**src/rtl/hilo_pkg.sv**
```systemverilog
// Shared types and defaults for the HI/LO controller that launches the
// Booth multiplier and the sequential divider.
package hilo_pkg;

    localparam int HILO_W       = 32;
    localparam int HILO_TIMEOUT = 40;

    typedef enum logic [1:0] {
        IDLE   = 2'd0,
        LAUNCH = 2'd1,
        WAIT   = 2'd2,
        WRITE  = 2'd3
    } hilo_state_e;

    typedef enum logic [0:0] {
        OP_MULT = 1'b0,
        OP_DIV  = 1'b1
    } hilo_op_e;

    // Only the unit that was launched is allowed to complete the operation.
    function automatic logic sel_end(input hilo_op_e op, input logic mult_end, input logic div_end);
        logic res;
        if (op == OP_MULT) begin
            res = mult_end;
        end else begin
            res = div_end;
        end
        return res;
    endfunction

endpackage

```
**src/rtl/hilo_ctrl.sv**
```systemverilog
// HI/LO architectural registers plus the launch/wait/commit sequencer for
// the multiplier and divider, with mthi/mtlo writes and a watchdog.
module hilo_ctrl
    import hilo_pkg::*;
#(
    parameter int TIMEOUT = HILO_TIMEOUT,
    parameter int W       = HILO_W
) (
    input  logic         clk,
    input  logic         reset,
    input  logic         start_mult,
    input  logic         start_div,
    input  logic         mt_hi,
    input  logic         mt_lo,
    input  logic [W-1:0] rs,
    input  logic [W-1:0] rt,
    input  logic [W-1:0] wdata,
    output logic         mult_go,
    input  logic         mult_end,
    input  logic [W-1:0] mult_high,
    input  logic [W-1:0] mult_low,
    output logic         div_go,
    input  logic         div_end,
    input  logic [W-1:0] div_high,
    input  logic [W-1:0] div_low,
    output logic [W-1:0] op_a,
    output logic [W-1:0] op_b,
    output logic [W-1:0] hi,
    output logic [W-1:0] lo,
    output logic         busy,
    output logic         done,
    output logic         div_zero,
    output logic         timeout
);

    localparam int WD_W = $clog2(TIMEOUT + 1);
    localparam logic [WD_W-1:0] WD_LAST = WD_W'(TIMEOUT - 1);

    hilo_state_e     state_r;
    hilo_state_e     state_s;
    hilo_op_e        op_r;
    logic [WD_W-1:0] wd_r;
    logic [W-1:0]    op_a_r;
    logic [W-1:0]    op_b_r;
    logic [W-1:0]    hi_r;
    logic [W-1:0]    lo_r;
    logic            mult_go_r;
    logic            div_go_r;
    logic            busy_r;
    logic            done_r;
    logic            div_zero_r;
    logic            timeout_r;

    logic            idle_s;
    logic            acc_mult_s;
    logic            acc_div_s;
    logic            rej_div_s;
    logic            end_s;
    logic            expire_s;
    logic [W-1:0]    res_high_s;
    logic [W-1:0]    res_low_s;

    // Request decode: mult wins over div, div by zero is rejected in IDLE.
    always_comb begin
        idle_s     = (state_r == IDLE);
        acc_mult_s = idle_s & start_mult;
        acc_div_s  = idle_s & ~start_mult & start_div & (rt != {W{1'b0}});
        rej_div_s  = idle_s & ~start_mult & start_div & (rt == {W{1'b0}});
        end_s      = (state_r == WAIT) & sel_end(op_r, mult_end, div_end);
        expire_s   = (state_r == WAIT) & ~end_s & (wd_r == WD_LAST);
        if (op_r == OP_MULT) begin
            res_high_s = mult_high;
            res_low_s  = mult_low;
        end else begin
            res_high_s = div_high;
            res_low_s  = div_low;
        end
    end

    // Next-state logic for the launch/wait/commit sequence.
    always_comb begin
        state_s = state_r;
        case (state_r)
            IDLE: begin
                if (acc_mult_s | acc_div_s) begin
                    state_s = LAUNCH;
                end else begin
                    state_s = IDLE;
                end
            end
            LAUNCH: state_s = WAIT;
            WAIT: begin
                if (end_s) begin
                    state_s = WRITE;
                end else if (expire_s) begin
                    state_s = IDLE;
                end else begin
                    state_s = WAIT;
                end
            end
            WRITE:   state_s = IDLE;
            default: state_s = IDLE;
        endcase
    end

    // State, op and watchdog registers; LAUNCH clears the watchdog so stale
    // end levels from the previous op are never counted.
    always_ff @(posedge clk or negedge reset) begin
        if (!reset) begin
            state_r <= IDLE;
            op_r    <= OP_MULT;
            wd_r    <= {WD_W{1'b0}};
        end else begin
            state_r <= state_s;
            if (acc_mult_s) begin
                op_r <= OP_MULT;
            end else if (acc_div_s) begin
                op_r <= OP_DIV;
            end else begin
                op_r <= op_r;
            end
            if (state_r == LAUNCH) begin
                wd_r <= {WD_W{1'b0}};
            end else if ((state_r == WAIT) && !end_s) begin
                wd_r <= wd_r + {{(WD_W-1){1'b0}}, 1'b1};
            end else begin
                wd_r <= wd_r;
            end
        end
    end

    // Operand latch and HI/LO: mt_* writes only in IDLE, results only on end.
    always_ff @(posedge clk or negedge reset) begin
        if (!reset) begin
            op_a_r <= {W{1'b0}};
            op_b_r <= {W{1'b0}};
            hi_r   <= {W{1'b0}};
            lo_r   <= {W{1'b0}};
        end else begin
            if (acc_mult_s | acc_div_s) begin
                op_a_r <= rs;
                op_b_r <= rt;
            end else begin
                op_a_r <= op_a_r;
                op_b_r <= op_b_r;
            end
            if (end_s) begin
                hi_r <= res_high_s;
                lo_r <= res_low_s;
            end else if (idle_s) begin
                hi_r <= mt_hi ? wdata : hi_r;
                lo_r <= mt_lo ? wdata : lo_r;
            end else begin
                hi_r <= hi_r;
                lo_r <= lo_r;
            end
        end
    end

    // Registered handshake pulses towards the units and the control unit.
    always_ff @(posedge clk or negedge reset) begin
        if (!reset) begin
            mult_go_r  <= 1'b0;
            div_go_r   <= 1'b0;
            busy_r     <= 1'b0;
            done_r     <= 1'b0;
            div_zero_r <= 1'b0;
            timeout_r  <= 1'b0;
        end else begin
            mult_go_r  <= acc_mult_s;
            div_go_r   <= acc_div_s;
            busy_r     <= (state_s == LAUNCH) | (state_s == WAIT);
            done_r     <= end_s;
            div_zero_r <= rej_div_s;
            timeout_r  <= expire_s;
        end
    end

    assign mult_go  = mult_go_r;
    assign div_go   = div_go_r;
    assign op_a     = op_a_r;
    assign op_b     = op_b_r;
    assign hi       = hi_r;
    assign lo       = lo_r;
    assign busy     = busy_r;
    assign done     = done_r;
    assign div_zero = div_zero_r;
    assign timeout  = timeout_r;

endmodule

```
**config.mk**
```make
export PLATFORM = sky130hd
export DESIGN_NAME = hilo_ctrl
export DESIGN_NICKNAME = d
export VERILOG_FILES = /design/src/rtl/hilo_pkg.sv /design/src/rtl/hilo_ctrl.sv
export SDC_FILE = /design/constraint.sdc
export NUM_CORES = 1
export LEC_CHECK = 0
export ABC_AREA = 1
export BUFFER_PORTS_ARGS = -buffer_cell sky130_fd_sc_hd__clkbuf_2
export CAP_MARGIN = 20
export CORE_MARGIN = 1.5
export CORE_UTILIZATION = 30
export CTS_BUF_LIST = sky130_fd_sc_hd__clkbuf_8
export DETAILED_ROUTE_END_ITERATION = 6
export PLACE_DENSITY_LB_ADDON = 0.25
export SLEW_MARGIN = 20
export SYNTH_ARGS = -nofsm -noshare
export SYNTH_HDL_FRONTEND = slang
export SYNTH_SLANG_ARGS = --single-unit
export TNS_END_PERCENT = 100
```
**constraint.sdc**
```tcl
create_clock -name clk -period 1.32 [get_ports clk]
set_input_delay 0.396 -clock clk [delete_from_list [all_inputs] [get_ports clk]]
set_output_delay 0.396 -clock clk [all_outputs]
set_load 0.005 [all_outputs]
```
==> metrics.md <==
| Metric | Value |
|---|---|
| Outcome | `finished with violations` |
| Failing checks | `negative setup slack` |
| Largest buffer count on any clock path | `2` |
| Critical Path Start Type | `primary input` |
| Most common cell on crit path | `nand2_1` |
| Slew Viols, Final | `0` |
| Avg Inst Size Synth | `8.24 um2` |
| Setup crit end kind | `register` |
| Critical path cell sequence | `clkbuf_2 -> nor2_1 -> nand2_1 -> nor2_1 -> nand2_2 -> o21ai_4 -> buf_12 -> nand2_8 -> clkbuf_16 -> nand2_1 -> nand2_1` |
| DR vias/cell | `4.73` |
| Detailed placer's ending HPWL | `19,300 um` |
| Sw Pwr | `around 11,000 uW` |
| Vias in the first global route | `7,249` |
| Synthesized Nets | `1,105` |
| Layout cells sized above 1 | `53.3%` |
| Main flop type after synthesis | `dfrtp_1` |
| Count leader, synth | `nand2_1` |
| Congestion Overflow GR | `0` |
| Filler instances | `2,327` |
| Largest net degree at the start of global routing | `60` |
| Worst path max stage delay | `~0.29 ns` |
| Setup tns final | `-18.86 ns` |
| Num rows | `56` |
| Routed Antenna Nets | `0` |
| Leakage | `approximately 0.0064 uW` |
| Internal | `16,200 uW` |
| 1st-pass router iterations | `5` |
| Worst slew margin | `~77%` |
| DRT Wirelength | `29,300 um` |
| Ant diodes | `0` |
| Worst-Margin Slew | `0.341 ns` |
| Clock-pin slew of the registers on the worst-case setup and hold paths | `0.10 ns` |
| Die area | `roughly 25,000 um2` |
| Top cell type by total area after synthesis | `dfrtp_1` |
| Fin crit share | `112%` |
| CP Class | `in2reg` |
| Final Skew | `roughly 0.012 ns` |
| First-pass GRT wire length | `40,400 um` |
| CTS H-Tree Depth | `4` |
| Port-buffer cells | `365` |
| EDFF count, synth | `0` |
| Die width | `158 um` |
| Gate Count Post-Synth | `872` |
| WL/cell | `17.2 um` |
| Switching share of power | `41.3%` |
| Synthesis-to-finish area growth | `65.9%` |
| Worst path bufs/invs | `3` |
| Final Hold Fails | `0` |
| Data required, critical path | `1.68 ns` |
| VDD IR max | `832 uV` |
| Clock sinks | `143` |
| Logic gate share of total power | `57.9%` |
| Final WS setup | `-0.153 ns` |
| Total power | `27,500 uW` |
| Num CTS Buffers | `17` |
| Cell family with most CP delay | `simple AND/OR/NAND/NOR gates` |
| Clock share of power | `14.0%` |
| Core Region | `between 20,000 and 25,000 um2` |
| Vias | `between 8k and 9k` |
| CTS tree | `built` |
| Num ports | `366` |
| Seq cells post-synth | `143` |
| RePlAce Congestion | `0.862` |
| Top area cells in the synthesized netlist | `dfrtp_1, nand2_1, nor2_1, nand3_2, o311ai_0` |
| GRT Util Overall | `between 20% and 30%` |
| 1st-iter DRT viols | `514` |
| Final #Nets | `1,603` |
| Max-Cap Viols | `0` |
| Unrepaired setup endpoints after global routing | `yes` |
| Commonest cells post-synth | `nand2_1, nor2_1, dfrtp_1` |
| PwrDens | `~2300 nW/um2` |
| Design area | `11,900 um2` |
| Die height | `~160 um` |
| Cell Area, Placed | `9920 um2` |
| Cells after DPL | `1,580` |
| Starting Density | `~30%` |
| Crit-path max FO | `13` |
| YS warnings | `0` |
| Clk root buf | `clkbuf_8` |
| Initial antenna violation count | `1` |
| Crit path DAT | `1.83 ns` |
| Hold WC Path Type | `in2reg` |
| Synthesized cell area | `approximately 7000 um2` |
| DR DRC count | `0` |
| Non-Filler Instances | `1,702` |
| Worst skew pair latency | `0.45 ns` |
| Post-layout util | `50.8%` |
| Tmin final | `1.47 ns` |
| Distinct cells, synth | `28` |
| FFs w/ async S/R, synth | `100%` |
| Slowest cell on the critical path | `nor2_1` |
| Sequential fraction of the synthesis area | `between 40% and 50%` |
| Final Setup Violations | `266` |
| Max Freq | `679 MHz` |
| Top-area cell type share of the netlist area | `49.8%` |
| Seq pwr share | `28.0%` |
-- logic make-up after synthesis --
family / Yosys count / share of synthesized area (%)
and+or+nand+nor: 553 / 34.1
DFF: 143 / 49.8
buffers and inverters: 103 / 7.44
AOI/OAI and AO/OA: 72 / 8.46
adders and majority gates: 1 / 0.174
-- metal layers --
metal  vias up  track usage [%]  routed length (um)
met5         -                0                  17
met4         2             7.91                 759
met3        49             4.27                1630
met2       289             33.8               14400
met1      3865             29.3               12500
li1       3846                -                   -
-- sequential cells by signal, indices dropped and copies added (netlist names) --
signal / flops
state_r: 2
div_go: 1
done: 1
op_b: 32
wd_r: 6
div_zero: 1
timeout: 1
busy: 1
mult_go: 1
op_a: 32
op_r: 1
hi: 32
lo: 32
-- layout make-up --
cell class / count / area, um2 / share of cell area [%]
multi-input combinational: 626 / 3590 / 30.1
timing repair buffer: 534 / 3710 / 31.2
inverter: 48 / 213 / 1.78
tap: 319 / 399 / 3.35
sequential: 143 / 3580 / 30.0
clock inverter: 15 / 195 / 1.64
clock buffer: 17 / 234 / 1.96
-- cells in the final DEF, fill, tap and decap left out, types with 3 or more instances in the layout --
| cell type | count |
|---|---|
| clkbuf_2 | 361 |
| nand2_1 | 229 |
| nor2_1 | 153 |
| dfrtp_1 | 142 |
| buf_4 | 121 |
| nand3_2 | 51 |
| nand2_2 | 44 |
| o311ai_1 | 43 |
| inv_1 | 36 |
| nand3_1 | 25 |
| nor2_2 | 22 |
| buf_12 | 19 |
| clkbuf_8 | 17 |
| nand2_4 | 13 |
| o311ai_2 | 13 |
| buf_6 | 12 |
| clkbuf_16 | 11 |
| inv_2 | 7 |
| nor2_4 | 6 |
| inv_8 | 5 |
| inv_6 | 5 |
| buf_16 | 5 |
| o21ai_0 | 4 |
| buf_8 | 4 |
| nand2_8 | 3 |
| clkinv_8 | 3 |
| nand3_4 | 3 |
-- worst register-to-register path, stage by stage, from the launching register on --
cell and delay (ns):
dfrtp_2 0.44, inv_2 0.08, nand2_2 0.06, nand2_4 0.09, nand2_8 0.11, buf_16 0.22
o311ai_1 0.35
-- path summary, 6_finish.rpt --
| check | cells after the start | from | slack (ns) | endpoint |
|---|---|---|---|---|
| max in group asynchronous | 3 | reset | 0.40 | lo[12] |
| hold reg to reg | 2 | hi[28] | 0.50 | hi[28] |
| hold / removal | 3 | rs[17] | 0.13 | op_a[17] |
| setup / recovery | 11 | rt[7] | -0.15 | op_a[23] |
| min in group asynchronous | 2 | reset | 0.36 | op_a[23] |
| setup reg to reg | 6 | op_r | -0.13 | lo[27] |
-- stage by stage --
step	setup slack [ns]	hold slack (ns)
2_1_floorplan	-0.0999	0.100
3_3_place_gp	-0.519	0.261
3_5_place_dp	-0.540	0.265
4_1_cts	-0.161	0.0955
5_1_grt	-0.199	0.101
6_report	-0.153	0.133
-- timing repair --
action                                  4_1_cts  5_1_grt
gates resized for setup                      70      143
pin swaps                                     6       20
endpoints found under the setup margin      269      271
hold buffers                                  1        0
endpoints found under the hold margin        17        0
gates cloned                                  3       12
setup buffers                                 7       69
-- power groups by stage --
stage	logic [uW]	registers, uW	clock network [uW]
6_report	16000	7720	3860
5_1_grt	17300	7900	4190
4_1_cts	12400	7760	4010
3_5_place_dp	11200	7810	0
3_3_place_gp	11000	7820	0
2_1_floorplan	5640	7890	0
(Power assumes the default switching activity.)
